==> src/rtl/tl_rx_fc_update_scheduler.sv <==
// RX flow-control credit counters plus InitFC/UpdateFC scheduling onto one shared DLL request port.
// Optional macro TL_RX_FC_PERIODIC_UPDATE_EN adds a periodic refresh of all three classes.
module tl_rx_fc_update_scheduler #(
    parameter int FC_HDR_CREDS_WIDTH   = 12,
    parameter int FC_DATA_CREDS_WIDTH  = 16,
    parameter int DLL_HDR_CREDS_WIDTH  = 8,
    parameter int DLL_DATA_CREDS_WIDTH = 12,
    parameter int HDR_INIT             = 32,
    parameter int DATA_INIT            = 512,
    parameter int UPD_PERIOD           = 1023
) (
    input  logic                            clk,
    input  logic                            rst,
    input  logic                            rel_valid,
    input  logic [1:0]                      rel_typ,
    input  logic [3:0]                      rel_hdr_creds,
    input  logic [8:0]                      rel_data_creds,
    input  logic [1:0]                      cfg_hdr_scale,
    input  logic [1:0]                      cfg_data_scale,
    output logic                            upd_valid,
    input  logic                            upd_ready,
    output logic                            upd_init,
    output logic [1:0]                      upd_typ,
    output logic [DLL_HDR_CREDS_WIDTH-1:0]  upd_hdr_creds,
    output logic [DLL_DATA_CREDS_WIDTH-1:0] upd_data_creds,
    output logic [1:0]                      upd_hdr_scale,
    output logic [1:0]                      upd_data_scale,
    output logic [FC_HDR_CREDS_WIDTH-1:0]   p_hdr_creds_reg,
    output logic [FC_HDR_CREDS_WIDTH-1:0]   np_hdr_creds_reg,
    output logic [FC_HDR_CREDS_WIDTH-1:0]   cpl_hdr_creds_reg,
    output logic [FC_DATA_CREDS_WIDTH-1:0]  p_data_creds_reg,
    output logic [FC_DATA_CREDS_WIDTH-1:0]  np_data_creds_reg,
    output logic [FC_DATA_CREDS_WIDTH-1:0]  cpl_data_creds_reg,
    output logic                            init_done
);

    typedef enum logic [1:0] {INIT_P, INIT_NP, INIT_CPL, ACTIVE} state_t;

    localparam logic [FC_HDR_CREDS_WIDTH-1:0]  HDR_RST  = FC_HDR_CREDS_WIDTH'(HDR_INIT);
    localparam logic [FC_DATA_CREDS_WIDTH-1:0] DATA_RST = FC_DATA_CREDS_WIDTH'(DATA_INIT);

    state_t                         state;
    logic [FC_HDR_CREDS_WIDTH-1:0]  hdr_cnt  [3];
    logic [FC_DATA_CREDS_WIDTH-1:0] data_cnt [3];
    logic [2:0]                     pend;
    logic [1:0]                     rr;
    logic [2:0]                     rel_hit;
    logic [2:0]                     tick_set;
    logic [2:0]                     grant_mask;
    logic                           grant;
    logic [1:0]                     grant_cls;
    logic                           issue;
    logic [1:0]                     issue_cls;

    function automatic int unsigned scale_shift(input logic [1:0] s);
        case (s)
            2'b10:   return 2;
            2'b11:   return 4;
            default: return 0;
        endcase
    endfunction

    function automatic logic [DLL_HDR_CREDS_WIDTH-1:0] scale_hdr(
        input logic [FC_HDR_CREDS_WIDTH-1:0] c, input logic [1:0] s);
        logic [FC_HDR_CREDS_WIDTH-1:0] v;
        v = c >> scale_shift(s);
        return v[DLL_HDR_CREDS_WIDTH-1:0];
    endfunction

    function automatic logic [DLL_DATA_CREDS_WIDTH-1:0] scale_data(
        input logic [FC_DATA_CREDS_WIDTH-1:0] c, input logic [1:0] s);
        logic [FC_DATA_CREDS_WIDTH-1:0] v;
        v = c >> scale_shift(s);
        return v[DLL_DATA_CREDS_WIDTH-1:0];
    endfunction

    function automatic logic [1:0] next_cls(input logic [1:0] c);
        return (c == 2'd2) ? 2'd0 : c + 2'd1;
    endfunction

    always_comb begin
        rel_hit = 3'b000;
        if (rel_valid && rel_typ != 2'b11)
            rel_hit[rel_typ] = 1'b1;
    end

    // Round-robin search starting at rr; only when the port is idle in ACTIVE.
    always_comb begin
        logic [1:0] c1;
        logic [1:0] c2;
        c1        = next_cls(rr);
        c2        = next_cls(c1);
        grant     = (state == ACTIVE) && !upd_valid && (pend != 3'b000);
        if (pend[rr])      grant_cls = rr;
        else if (pend[c1]) grant_cls = c1;
        else               grant_cls = c2;
        grant_mask = 3'b000;
        if (grant)
            grant_mask[grant_cls] = 1'b1;
        if (state == ACTIVE) begin
            issue     = grant;
            issue_cls = grant_cls;
        end else begin
            issue     = !upd_valid;
            issue_cls = state;
        end
    end

    always_ff @(posedge clk) begin
        if (rst) begin
            state          <= INIT_P;
            rr             <= 2'd0;
            pend           <= 3'b000;
            upd_valid      <= 1'b0;
            upd_init       <= 1'b0;
            upd_typ        <= 2'd0;
            upd_hdr_creds  <= '0;
            upd_data_creds <= '0;
            init_done      <= 1'b0;
            for (int c = 0; c < 3; c++) begin
                hdr_cnt[c]  <= HDR_RST;
                data_cnt[c] <= DATA_RST;
            end
        end else begin
            for (int c = 0; c < 3; c++) begin
                if (rel_hit[c]) begin
                    hdr_cnt[c]  <= hdr_cnt[c] + FC_HDR_CREDS_WIDTH'(rel_hdr_creds);
                    data_cnt[c] <= data_cnt[c] + FC_DATA_CREDS_WIDTH'(rel_data_creds);
                end
            end
            // A release in the grant cycle re-arms the flag the grant is clearing.
            pend <= (pend & ~grant_mask) | rel_hit | tick_set;

            if (upd_valid && upd_ready) begin
                upd_valid <= 1'b0;
                case (state)
                    INIT_P:   state <= INIT_NP;
                    INIT_NP:  state <= INIT_CPL;
                    INIT_CPL: begin
                        state     <= ACTIVE;
                        init_done <= 1'b1;
                    end
                    default:  state <= ACTIVE;
                endcase
            end else if (issue) begin
                upd_valid      <= 1'b1;
                upd_init       <= (state != ACTIVE);
                upd_typ        <= issue_cls;
                upd_hdr_creds  <= scale_hdr(hdr_cnt[issue_cls], cfg_hdr_scale);
                upd_data_creds <= scale_data(data_cnt[issue_cls], cfg_data_scale);
                if (state == ACTIVE)
                    rr <= next_cls(issue_cls);
            end
        end
    end

`ifdef TL_RX_FC_PERIODIC_UPDATE_EN
    localparam int TMR_W = $clog2(UPD_PERIOD + 1);
    logic [TMR_W-1:0] tmr;
    logic             tmr_hit;

    assign tmr_hit = (state == ACTIVE) && (tmr == TMR_W'(UPD_PERIOD - 1));

    // Held at zero outside ACTIVE, so it restarts when init_done rises.
    always_ff @(posedge clk) begin
        if (rst || state != ACTIVE || tmr_hit)
            tmr <= '0;
        else
            tmr <= tmr + TMR_W'(1);
    end

    assign tick_set = tmr_hit ? 3'b111 : 3'b000;
`else
    // Period only matters when the refresh timer is built in.
    assign tick_set = (UPD_PERIOD < 0) ? 3'b111 : 3'b000;
`endif

    assign upd_hdr_scale      = cfg_hdr_scale;
    assign upd_data_scale     = cfg_data_scale;
    assign p_hdr_creds_reg    = hdr_cnt[0];
    assign np_hdr_creds_reg   = hdr_cnt[1];
    assign cpl_hdr_creds_reg  = hdr_cnt[2];
    assign p_data_creds_reg   = data_cnt[0];
    assign np_data_creds_reg  = data_cnt[1];
    assign cpl_data_creds_reg = data_cnt[2];

endmodule

==> config.mk <==
export PLATFORM = sky130hd
export DESIGN_NAME = tl_rx_fc_update_scheduler
export DESIGN_NICKNAME = d
export VERILOG_FILES = /design/src/rtl/tl_rx_fc_update_scheduler.sv
export SDC_FILE = /design/constraint.sdc
export NUM_CORES = 1
export LEC_CHECK = 0
export ABC_AREA = 0
export BUFFER_PORTS_ARGS = -buffer_cell sky130_fd_sc_hd__buf_2
export CAP_MARGIN = 15
export CORE_MARGIN = 1
export CORE_UTILIZATION = 38
export CTS_BUF_LIST = sky130_fd_sc_hd__clkbuf_16
export DETAILED_ROUTE_END_ITERATION = 7
export GPL_TIMING_DRIVEN = 0
export SETUP_SLACK_MARGIN = 0.2
export SLEW_MARGIN = 20
export SYNTH_ARGS = -nofsm -noshare
export SYNTH_HDL_FRONTEND = slang
export SYNTH_SLANG_ARGS = --single-unit
==> constraint.sdc <==
create_clock -name clk -period 3.1 [get_ports clk]
set_clock_uncertainty 0.2 [all_clocks]
set_input_delay 0.155 -clock clk [delete_from_list [all_inputs] [get_ports clk]]
set_output_delay 0.155 -clock clk [all_outputs]
set_load 0.02 [all_outputs]
==> impl_metrics.yaml <==
global_route:
  met1_usage_pct: 33.9
  grt_pass1_wl_mm: 38.0
  gr-total-overflow: 0
  grtUsageMet3_pct: 3.77
  grt_pass1_vias: 6517
  grt_start_max_net_pins: 29
  track_usage_pct: 25.2
  use_met2_pct: 40.0
  grt_most_used_layer: "met2"
  antenna_found_initial: 0
timing:
  worst_pin_slew_ps: 909
  post-route-period-util_pct: 88.3
  rsz0062_at_grt: "false"
  hold_violations: 0
  timing.final.ws_setup_ps: 362
  fin_crit_ps: 2740
  setup_viol: 0
  drv_slew: 0
  setup_tns_ps: 0
  slew_headroom_pct: 39.4
  timing.fmax_mhz: 365
  hold_ws_ps: 45.3
worst_setup_path:
  crit_slowest_cell: "edfxtp_1"
  critPathMaxStageDelay_ps: 450
  regToRegSetupSlack_ps: 360
  crit_family: "compound AO/OA/AOI/OAI gates"
  critPathKind: "reg -> reg"
  cpMostUsedCell: "a21oi_1"
  cp_num_buf_inv: 0
  cp.depth: 8
  path_max_fanout: 6
  end_kind: "register"
  worstPathArrival_ps: 2680
  reg2reg_depth: 8
  path_cells: "ha_1 > fa_1 > a21o_1 > a21oi_1 > o21ai_0 > a31oi_2 > or3_1 > a21oi_1"
  start_kind: "register"
  critical_path_required_ps: 3040
  reg2reg_from: "data_cnt[1][0]$_SDFFCE_PN0P_"
  worstReg2RegEnd: "data_cnt[1][12]$_SDFFCE_PN0P_"
layout:
  fin_area_um2: 9390
  drive_gt1_share_pct: 20.6
  n_antenna_cell: 0
  nets: 1048
  syn_to_final_growth_pct: 22.0
floorplan:
  initial_utilization_pct: 39.2
  core_um2: 19700
  io_pins: 136
  dieArea_um2: 20800
  die_h_um: 144
  row_count: 51
  fp.dieW_um: 144
synth:
  ys_ff_latch: 116
  synth.avg_cell_area_um2: 9.43
  synth_nets: 884
  synth_area_leader_cell: "edfxtp_1"
  synth.distinct_cells: 63
  yosysWarnings: 0
  netlist_area_um2: 7700
  synthCells: 816
  synth-edff-count: 84
  yosysMostFrequentCell: "edfxtp_1"
  synthArstFlopShare_pct: 0
  synth_ff_type: "edfxtp_1"
  synth_top_cell_area_share_pct: 32.8
  synthTopCellsByCount: "84 x edfxtp_1, 74 x nor2_1, 67 x a21oi_1"
  synth_area_leaders: "edfxtp_1 33%, dfxtp_1 8.3%, ha_1 6.3%"
  yosysSeqAreaShare_pct: 41.1
pwr:
  comb_power_share_pct: 23.2
  p_total_mw: 4.82
  p_leak_nw: 3.87
  seq_power_share_pct: 40.7
  cellPowerDensity_nw_per_um2: 513
  p_int_mw: 3.29
  pwr-share-clk_pct: 36.1
  peakVddDrop_mv: 0.349
  power.share.switching_pct: 31.7
  p_sw_mw: 1.53
clock_tree:
  cts.sink_count: 116
  numCtsBuffers: 17
  clk_latency_ps: 420
  cts.path.max_buffers: 2
  cts_tree: "built"
  cts_htree_levels: 4
  cts-root-buf: "clkbuf_16"
  clk_pin_slew_ps: 50
place:
  port_buffers: 132
  gp_congestion: 0.961
  dp_hpwl_mm: 19.3
  pre_cts_ws_ps: 166
  postPlaceCellArea_um2: 8750
run:
  maxCapViolCount: 0
detailed_routing:
  firstDrtPassIters: 5
  drc_errors: 0
  wire_per_inst_um: 20.4
  drt-vias-per-instance: 5.71
  drt_iter0_drc: 516
  num_vias: 7177
  ant_nets: 0
  wirelength_mm: 25.6
min_path:
  hold_depth: 3
  hp-class: "in -> reg"
  worstHoldStart: "cfg_hdr_scale[1]"
  hold_end: "upd_hdr_creds[6]$_SDFFE_PP0P_"
run_status:
  status: "finished clean"
[routing by layer]
metal,up-vias,share of wire (%)
li1,3413,-
met2,296,45
met4,0,3.3
met5,-,0
met3,41,6.3
met1,3427,45
[metrics by stage]
stage                     instances  utilization [%]
after floorplan                 816                -
after global placement         1213             44.2
after detailed placement       1215             44.5
after CTS                      1257             47.7
after global routing           1258             47.8
final                          1258             47.8
[state kept, by name, indices dropped and copies added (netlist names)]
| register | flops |
|---|---|
| data_cnt | 48 |
| hdr_cnt | 36 |
| init_done | 1 |
| pend | 3 |
| rr | 2 |
| state | 2 |
| upd_data_creds | 12 |
| upd_hdr_creds | 8 |
| upd_init | 1 |
| upd_typ | 2 |
| upd_valid | 1 |
[cell usage in the layout, fill, tap and decap left out, types with 8 or more instances in the layout]
master	n
a211oi_1	18
a21o_1	19
a21oi_1	67
a22oi_1	11
a311o_2	9
a31oi_1	10
and2_1	15
and3_1	22
buf_2	139
clkbuf_1	26
clkbuf_16	17
dfxtp_1	32
dlygate4sd3_1	10
edfxtp_1	84
ha_1	39
inv_1	21
mux2i_1	9
nand2_1	57
nand2b_1	9
nand3_1	9
nand4_1	25
nor2_1	74
nor2b_1	10
nor3_1	10
nor3b_1	8
o21ai_0	57
o21bai_1	11
o31ai_1	8
or3_1	22
xnor2_1	27
xor2_1	15
[final cells by class]
cell class                 count  area [um^2]
inverter                      15         56.3
multi-input combinational    636         4250
clock buffer                  17          425
clock inverter                15         88.8
timing repair buffer         145          823
buffer                        49          246
tap                          265          332
sequential                   116         3160
fill                        1946        10300
[repair_timing]
action,CTS,global route
gates resized for setup,1,2
endpoints found under the hold margin,16,0
buffers inserted,0,1
pin swaps,0,1
endpoints found under the setup margin,3,9
hold buffers,10,0
[power by group through the flow]
stage	registers, mW	logic, mW	clock network (mW)
2_1_floorplan	2.06	0.632	0
6_report	1.96	1.12	1.74
3_5_place_dp	1.98	1.09	0
5_1_grt	1.97	1.23	1.83
4_1_cts	1.95	1.11	1.76
3_3_place_gp	1.99	1.07	0
[logic make-up (layout without fill, tap and decap cells)]
kind of cell | Yosys count | count (layout) | synth area share, %
AOI/OAI and AO/OA | 258 | 258 | 22.3
xor gates and xnor gates | 42 | 42 | 4.78
adders and majority gates | 45 | 45 | 7.90
buffers and inverters | 64 | 241 | 3.93
DFF | 116 | 116 | 41.1
muxes | 9 | 9 | 1.17
and+or+nand+nor | 282 | 282 | 18.8
[worst min-delay path: stages]
cell and delay (ps):
clkbuf_1 200, nor2_1 170, o31ai_1 90
[how the worst max path moves through the flow]
stage                               endpoint                          from  slack, ps
4_1_cts        data_cnt[1][12]$_SDFFCE_PN0P_  data_cnt[1][0]$_SDFFCE_PN0P_        280
3_3_place_gp   data_cnt[2][15]$_SDFFCE_PN0P_                           rst        130
5_1_grt        data_cnt[1][10]$_SDFFCE_PN0P_  data_cnt[1][0]$_SDFFCE_PN0P_        220
3_5_place_dp   data_cnt[0][14]$_SDFFCE_PN0P_  data_cnt[0][0]$_SDFFCE_PN0P_        170
6_report       data_cnt[1][12]$_SDFFCE_PN0P_  data_cnt[1][0]$_SDFFCE_PN0P_        360
2_1_floorplan  data_cnt[0][10]$_SDFFCE_PN0P_  data_cnt[0][0]$_SDFFCE_PN0P_        430
No activity file was read; power rests on OpenSTA's default activity.
